--- config.mk ---
export PLATFORM = sky130hd
export DESIGN_NAME = decode_stage_ctrl
export DESIGN_NICKNAME = d
export VERILOG_FILES = /design/src/rtl/decode_stage_ctrl.sv
export SDC_FILE = /design/constraint.sdc
export NUM_CORES = 1
export LEC_CHECK = 0
export CAP_MARGIN = 20
export CELL_PAD_IN_SITES_DETAIL_PLACEMENT = 1
export CELL_PAD_IN_SITES_GLOBAL_PLACEMENT = 1
export CORE_MARGIN = 1
export CORE_UTILIZATION = 33
export DETAILED_ROUTE_END_ITERATION = 8
export PLACE_DENSITY = 0.88
export SLEW_MARGIN = 10
export SYNTH_ARGS = -nofsm -noshare
export SYNTH_HDL_FRONTEND = slang
export SYNTH_SLANG_ARGS = --single-unit
--- constraint.sdc ---
create_clock -name clk -period 6.43 [get_ports clk]
set_input_delay 1.286 -clock clk [delete_from_list [all_inputs] [get_ports clk]]
set_output_delay 1.286 -clock clk [all_outputs]
set_load 0.02 [all_outputs]
--- src/rtl/decode_stage_ctrl.sv ---
// decode_stage_ctrl: decode-stage sequencer between fetch and execute.
// Holds one instruction and its PC, classifies the opcode for the immediate
// generator, and handles valid/ready flow control, flush and load-use bubbles.
// Optional feature: define DECODE_STALL_CNT_EN to add the stall_cycles counter.
//
// state   | meaning
// --------+-----------------------------------------------------------------
// EMPTY   | no instruction held; fetch may deliver one
// FULL    | instruction held and offered to EX unless a load-use hazard is seen
// HAZARD  | one-cycle bubble; the held instruction is re-offered afterwards
module decode_stage_ctrl #(
  parameter int              XLEN      = 32,
  parameter logic [XLEN-1:0] NOP_INSTR = 32'h0000_0013
) (
  input  logic            clk,
  input  logic            reset_n,
  input  logic            if_valid,
  input  logic [XLEN-1:0] if_instruction,
  input  logic [XLEN-1:0] if_pc,
  output logic            if_ready,
  input  logic            flush,
  input  logic            ex_ready,
  input  logic            ex_mem_read,
  input  logic [4:0]      ex_rd,
  output logic            id_valid,
  output logic [XLEN-1:0] id_instruction,
  output logic [XLEN-1:0] id_pc,
  output logic [2:0]      id_encoding
`ifdef DECODE_STALL_CNT_EN
  ,
  output logic [31:0]     stall_cycles
`endif
);

  typedef enum logic [1:0] {
    ST_EMPTY  = 2'd0,
    ST_FULL   = 2'd1,
    ST_HAZARD = 2'd2
  } state_t;

  localparam logic [2:0] ENC_R       = 3'd0;
  localparam logic [2:0] ENC_I       = 3'd1;
  localparam logic [2:0] ENC_S       = 3'd2;
  localparam logic [2:0] ENC_B       = 3'd3;
  localparam logic [2:0] ENC_U       = 3'd4;
  localparam logic [2:0] ENC_J       = 3'd5;
  localparam logic [2:0] ENC_ILLEGAL = 3'd7;

  state_t     state;
  logic       haz_mask;   // set once the bubble for the held instruction has been paid
  logic       use_rs1;
  logic       use_rs2;
  logic       hazard;
  logic       fire;
  logic       accept;
  logic [4:0] rs1;
  logic [4:0] rs2;

  assign rs1 = id_instruction[19:15];
  assign rs2 = id_instruction[24:20];

  // Opcode classification driving the immediate generator's format select
  always_comb begin
    id_encoding = ENC_ILLEGAL;
    case (id_instruction[6:0])
      7'b0110011:                                     id_encoding = ENC_R;
      7'b0010011, 7'b0000011, 7'b1100111, 7'b1110011: id_encoding = ENC_I;
      7'b0100011:                                     id_encoding = ENC_S;
      7'b1100011:                                     id_encoding = ENC_B;
      7'b0110111, 7'b0010111:                         id_encoding = ENC_U;
      7'b1101111:                                     id_encoding = ENC_J;
      default:                                        id_encoding = ENC_ILLEGAL;
    endcase
  end

  // Load-use detection and handshake terms
  always_comb begin
    use_rs1 = (id_encoding == ENC_R) || (id_encoding == ENC_I) ||
              (id_encoding == ENC_S) || (id_encoding == ENC_B);
    use_rs2 = (id_encoding == ENC_R) || (id_encoding == ENC_S) ||
              (id_encoding == ENC_B);
    hazard  = (state == ST_FULL) && !haz_mask && ex_mem_read && (ex_rd != 5'd0) &&
              ((use_rs1 && (ex_rd == rs1)) || (use_rs2 && (ex_rd == rs2)));
    id_valid = (state == ST_FULL) && !hazard;
    fire     = id_valid && ex_ready;
    if_ready = (state == ST_EMPTY) || fire || flush;
    accept   = if_valid && if_ready && !flush;
  end

  // Sequencer: flush beats accept, accept beats fire/hazard progression
  always_ff @(posedge clk or negedge reset_n) begin
    if (!reset_n) begin
      state          <= ST_EMPTY;
      haz_mask       <= 1'b0;
      id_instruction <= NOP_INSTR;
      id_pc          <= '0;
    end else if (flush) begin
      state          <= ST_EMPTY;
      haz_mask       <= 1'b0;
      id_instruction <= NOP_INSTR;
    end else if (accept) begin
      state          <= ST_FULL;
      haz_mask       <= 1'b0;
      id_instruction <= if_instruction;
      id_pc          <= if_pc;
    end else begin
      case (state)
        ST_FULL: begin
          if (fire) begin
            state <= ST_EMPTY;
          end else if (hazard) begin
            state <= ST_HAZARD;
          end
        end
        ST_HAZARD: begin
          state    <= ST_FULL;
          haz_mask <= 1'b1;
        end
        default: state <= state;
      endcase
    end
  end

`ifdef DECODE_STALL_CNT_EN
  // Count cycles an instruction sits in FULL without leaving; survives flush
  always_ff @(posedge clk or negedge reset_n) begin
    if (!reset_n) begin
      stall_cycles <= 32'd0;
    end else if ((state == ST_FULL) && !fire) begin
      stall_cycles <= stall_cycles + 32'd1;
    end
  end
`endif

endmodule

==> results of run 1 <==
metal layers:
metal / wire [µm] / share of wire, %
met3: 693 / 7.0
met5: 0 / 0
met1: 3960 / 40
met2: 4950 / 50
met4: 277 / 2.8
final cells by class:
type                            instances  area share, %
Clock buffer                           10           2.87
Clock inverter                          6           1.85
Inverter                                5          0.392
Multi-Input combinational cell        186           26.4
Sequential cell                        67           35.1
Tap cell                              108           2.82
Timing Repair Buffer                  148           30.5
metrics by stage:
step           instances  setup slack (ps)  util [%]  power (µW)  hold slack, ps
2_1_floorplan        277              2540         -         849             520
3_3_place_gp         514              1390      51.6        1130             466
3_5_place_dp         514              1240      51.6        1150             476
4_1_cts              530              1240      54.2        1560             491
5_1_grt              530              1040      54.2        1620             521
6_report             530              1220      54.2        1540             487
worst max path at each step:
stage          slack (ps)  startpoint        to
2_1_floorplan        2540    ex_rd[1]  if_ready
3_3_place_gp         1390    ex_rd[3]  if_ready
3_5_place_dp         1240    ex_rd[1]  if_ready
4_1_cts              1240    ex_rd[1]  if_ready
5_1_grt              1040    ex_rd[1]  if_ready
6_report             1220    ex_rd[1]  if_ready
registers in the layout, indices dropped and copies added, names as in the netlist:
signal / flops
id_instruction: 32
haz_mask: 1
state: 2
id_pc: 32
cell usage after synthesis (all sizes together):
| library cell | n |
|---|---|
| a211oi | 1 |
| a21boi | 1 |
| a21oi | 31 |
| a221o | 1 |
| buf | 3 |
| clkbuf | 16 |
| dfrtp | 64 |
| dfstp | 3 |
| ha | 3 |
| inv | 5 |
| mux2 | 32 |
| mux2i | 5 |
| nand2 | 4 |
| nand2b | 3 |
| nand3 | 32 |
| nand3b | 1 |
| nand4 | 1 |
| nor2 | 8 |
| nor2b | 2 |
| nor3 | 3 |
| o211a | 1 |
| o211ai | 5 |
| o21ai | 36 |
| o22ai | 1 |
| or3 | 2 |
| or3b | 2 |
| or4 | 1 |
| xnor2 | 10 |
power breakdown:
part	switching, µW	total (µW)	leakage, µW	internal, µW
sequential	53.3	562	0.000836	509
clock	172	401	0.000108	229
combinational	293	577	0.000961	284
critical path: stages:
cell             delay (ps)
clkdlybuf4s50_1         540
xnor2_1                 140
nand3_1                 100
nor3_1                  450
o211a_2                 700
nand2b_1                120
clkdlybuf4s50_1         570
cells by family (layout without fill, tap and decap cells):
family | Yosys count | in the layout | synth area share (%)
AOI/OAI and AO/OA | 77 | 77 | 13.7
DFF | 67 | 67 | 54.9
and+or+nand+nor | 59 | 59 | 10.3
muxes | 37 | 37 | 13.4
buffers and inverters | 24 | 169 | 3.68
xor gates and xnor gates | 10 | 10 | 2.86
adders and majority gates | 3 | 3 | 1.23
==> parameters.txt, run 1 <==
Parameter                              Value

CTS
  Clock buffer count from CTS    9
  Num Clock Sinks    67
  Clock Pin Slew Worst Setup and Hold Paths    70 ps
  Root Driver    clkbuf_8
  Post-cts gate resize count    0
  Setup fix buffers added after clock tree synthesis    0
  CTS hold repair buffers    0
  Buffer levels on the longest clock path    2
  H-tree depth reported by CTS    3
  Clock tree from TritonCTS    built
  Worst skew pair latency    340 ps

Cells and area
  Most common cell after layout, fill and taps aside    clkdlybuf4s50_1
  Register Area    0.00168 mm²
  Filler cell count in the final layout    963
  Fin nets    495
  Share of final-layout standard cells stronger than drive strength 1    roughly a tenth
  Multi-input logic area    0.00127 mm²
  Post-route design area    between 0.004 and 0.005 mm²
  Area growth syn-to-layout    56.6%
  Most used cells in the layout excluding fill and tap cells    clkdlybuf4s50_1, dfrtp_1, o21ai_0
  Ant diodes    0

Synthesis
  Cells after synthesis    277
  Count of state elements after synthesis    67
  Count of yosys warnings during synthesis    0
  Cell types with the largest area share after synthesis    dfrtp_1, mux2_1, mux2_2, o21ai_0, nand3_1
  Library cell occupying the most area in the post-synthesis netlist    dfrtp_1
  Cell area after technology mapping    slightly above 0.003 mm²
  Synthesized area per cell    11.0 µm²
  Synth top area share    roughly 52%
  Synthesized net count    355
  Number of different library cells in the post-synthesis netlist    32
  Sequential share of the synthesized area    54.9%

Drt
  Antenna viol nets, final    0
  DR pass1 iterations    6
  Post-Route WL    9.89 mm
  DRC violations left    6
  Via Count    ~2700
  Routed vias/inst    approximately 5.2
  Wirelength per Cell    ~19 µm
  Number of DRC markers in iteration 0    76

Status
  Status    finished, violations left
  Violations in the final reports    DRC

Setup path
  Worst reg2reg path endpoint    id_pc[6]
  Arrival time reported for the critical path endpoint    around 3900 ps
  Largest fanout on the critical path    32
  Start of the worst register-to-register path    id_instruction[4]
  R2R depth    7
  Crit. End Element    output pin
  Worst Path Required    5140 ps
  Setup crit start kind    primary input
  Critical path type    primary input to output pin
  Internal reg-to-reg setup slack    3510 ps

Placed design
  Port Buf Inserts    between 100 and 150
  Half-perimeter wire length after placement    6.91 mm
  Final weighted congestion of routability-driven global placement    0.813
  Post-Place Cell Area    0.00457 mm²

Timing
  Final Hold Vio Count    0
  Relative slew slack    slightly below 40%
  Final setup fails    0
  Post-Route Setup TNS    0 ps
  Highest clock rate    around 190 MHz
  Measured slew at the worst slew-check pin    906 ps
  Max-slew violation count    0
  RSZ-0062 raised after global routing    no
  Post-route clock skew    7.78 ps
  Fraction of the cycle the final worst path needs    about 81%
  Min Clock Period, post-route    5210 ps

Job
  Max-cap violations    0

Floorplan
  Initial standard-cell utilization of the core    34.6%
  Area of the core region    0.00885 mm²
  Width of the die    98.3 µm
  Overall die height    98.3 µm
  Top-level I/O count    144
  Die Footprint    0.00966 mm²
  Cell row count    34

GRT
  Fraction of met2 tracks used by global routing    37.2%
  Met3 global-route usage    roughly 6.4%
  Met1 Resource Use GR    25.0%
  Most congested layer reported by global routing    met2
  Wire length of the first global-routing pass    16.2 mm
  Antenna violations before repair    0
  Largest net degree at the start of global routing    ~70
  Total GRT Usage    21.6%
  Number of global-route vias before repair    between 3000 and 4000
  Grt ovf    0

Worst hold path
  Hold crit path type    register to register
  Hold Path Cell Cnt    1
  Startpoint of the lowest-slack hold path    id_pc[26]
  Hold Crit Endpoint    id_pc[26]

Power
  Power Density    321 mW/mm²
  Maximum VDD drop    200 µV
  Static leakage    0.00191 µW
No activity file was read; power rests on OpenSTA's default activity.
==> run 2: changes to the inputs <==
- CORE_UTILIZATION: 33 -> 28
- PLACE_DENSITY: 0.88 -> 0.79
- clock period: 6.43 -> 4.45 ns (I/O delays scaled with it)
==> run 2 against run 1 <==
Net effect: the flow now finishes without violations; cell area increased by 0.13%; first-iteration DRC count is 45% higher; via count increased by 0.47%; critical path depth unchanged; sequential power rose by 45%; core utilization decreased by 8.3 points; clock power rose by 16%; hold slack gained 4.4 ps; largest power group unchanged; register-to-register slack lost 1800 ps; die area up 17%.
==> parameters.txt, run 2 (synthesis gave the netlist of run 1 again) <==
Parameter                              Value

Drt
  Routed vias/inst    4.90 (was 5.17)
  Wirelength per Cell    17.5 µm (was 18.7 µm)
  DR pass1 iterations    4 (was 6)
  DRC violations left    0 (was 6)
  Antenna viol nets, final    0 (unchanged)
  Number of DRC markers in iteration 0    110 (was 76)
  Via Count    2752 (was 2739)
  Post-Route WL    9.81 mm (was 9.89 mm)

CTS
  Clock buffer count from CTS    9 (unchanged)
  Clock tree from TritonCTS    built (unchanged)
  Setup fix buffers added after clock tree synthesis    0 (unchanged)
  Post-cts gate resize count    0 (unchanged)
  Worst skew pair latency    340 ps (about the same)
  CTS hold repair buffers    0 (unchanged)
  Buffer levels on the longest clock path    2 (unchanged)
  Num Clock Sinks    67 (unchanged)
  Root Driver    clkbuf_8 (unchanged)
  H-tree depth reported by CTS    3 (unchanged)
  Clock Pin Slew Worst Setup and Hold Paths    80 ps (was 70 ps)

Timing
  Final setup fails    0 (unchanged)
  Highest clock rate    253 MHz
  Post-Route Setup TNS    0 ps (unchanged)
  Measured slew at the worst slew-check pin    871 ps (was 906 ps)
  Relative slew slack    41.7% (was 39.6%)
  RSZ-0062 raised after global routing    no (unchanged)
  Min Clock Period, post-route    3950 ps
  Fraction of the cycle the final worst path needs    88.8%
  Max-slew violation count    0 (unchanged)
  Post-route clock skew    6.91 ps (was 7.78 ps)
  Final Hold Vio Count    0 (unchanged)

Setup path
  Internal reg-to-reg setup slack    1690 ps (was 3510 ps)
  Worst reg2reg path endpoint    id_pc[11] (was id_pc[6])
  Setup crit start kind    primary input (unchanged)
  Critical path type    primary input to output pin (unchanged)
  Largest fanout on the critical path    3 (was 32)
  Crit. End Element    output pin (unchanged)
  Worst Path Required    3560 ps (was 5140 ps)
  Arrival time reported for the critical path endpoint    3060 ps (was 3920 ps)
  Start of the worst register-to-register path    id_instruction[4] (unchanged)
  R2R depth    8 (was 7)

GRT
  Total GRT Usage    17.8% (was 21.6%)
  Largest net degree at the start of global routing    40 (was 68)
  Antenna violations before repair    1 (was 0)
  Wire length of the first global-routing pass    15.7 mm (was 16.2 mm)
  Number of global-route vias before repair    2996 (was 3148)
  Grt ovf    0 (unchanged)

Worst hold path
  Hold Crit Endpoint    id_pc[7] (was id_pc[26])
  Hold Path Cell Cnt    1 (unchanged)
  Startpoint of the lowest-slack hold path    id_pc[7] (was id_pc[26])
  Hold crit path type    register to register (unchanged)

Placed design
  Final weighted congestion of routability-driven global placement    0.787 (was 0.813)
  Port Buf Inserts    143 (unchanged)
  Half-perimeter wire length after placement    7.19 mm (was 6.91 mm)

Power
  Overall Power    2110 µW (was 1540 µW)
  Power Density    440 mW/mm² (was 321 mW/mm²)
  Maximum VDD drop    248 µV (was 200 µV)
  Static leakage    0.00189 µW (was 0.00191 µW)

Cells and area
  Fin nets    498 (was 495)
  Most used cells in the layout excluding fill and tap cells    clkdlybuf4s50_1, dfrtp_1, o21ai_0 (unchanged)
  Share of final-layout standard cells stronger than drive strength 1    11.5% (was 10.7%)
  Filler cell count in the final layout    1182 (was 963)
  Largest registers    id_instruction: 32 flops, id_pc: 32 flops, state: 2 flops (unchanged)
  Area growth syn-to-layout    56.8% (was 56.6%)
  Most common cell after layout, fill and taps aside    clkdlybuf4s50_1 (unchanged)

Floorplan
  Area of the core region    0.0105 mm² (was 0.00885 mm²)
  Top-level I/O count    144 (unchanged)
  Die Footprint    0.0114 mm² (was 0.00966 mm²)
  Overall die height    107 µm (was 98.3 µm)
  Cell row count    37 (was 34)
  Initial standard-cell utilization of the core    29.3% (was 34.6%)
  Width of the die    107 µm (was 98.3 µm)

Job
  Max-cap violations    0 (unchanged)

Status
  Status    complete, no violations (was finished, violations left)
run 2: through the flow:
step | instance area, µm² | util [%] | hold slack (ps) | cells | worst slack, ps
after global routing | 4800 | 45.8 | 514 | 561 | 406
after CTS | 4800 | 45.8 | 498 | 561 | 496
after detailed placement | 4620 | 44.1 | 480 | 545 | 494
after floorplan | 3060 | - | 520 | 277 | 1350
final | 4800 | 45.9 | 491 | 562 | 498
after global placement | 4620 | 44.1 | 465 | 545 | 538
run 2: worst max-delay path by stage:
| stage | to | cells after the start | startpoint |
|---|---|---|---|
| final | if_ready | 7 | ex_rd[1] |
| after global routing | if_ready | 7 | ex_rd[1] |
| after CTS | if_ready | 7 | ex_rd[1] |
| after detailed placement | if_ready | 7 | ex_rd[1] |
| after global placement | if_ready | 7 | ex_rd[1] |
| after floorplan | if_ready | 6 | ex_rd[1] |
run 2: power by group:
part / internal, µW / switching (µW) / total (µW)
sequential: 735 / 79.0 / 814
combinational: 415 / 418 / 833
clock: 205 / 259 / 464
run 2: area by class of cell:
cell class	instances	area (µm²)	share of cell area, %
Sequential cell	67	1680	35.0
Tap cell	136	170	3.55
Antenna cell	1	2.50	0.0522
Timing Repair Buffer	151	1480	30.9
Clock inverter	7	53.8	1.12
Multi-Input combinational cell	186	1270	26.4
Clock buffer	9	124	2.58
Inverter	5	18.8	0.391
run 2: worst max-delay path: stages:
cell and delay, ps:
clkdlybuf4s50_1 460, or4_1 550, o21ai_2 170, o211ai_1 130, o211a_2 180, nand2b_1 80
clkdlybuf4s50_1 600
run 2: layer usage:
layer  vias up  share of wire, %  global-route usage (%)
met5         -                 0                       0
li1       1272                 -                       -
met3        13               4.7                    4.60
met4         0               1.8                    5.77
met2        79                51                    31.0
met1      1388                42                    21.2
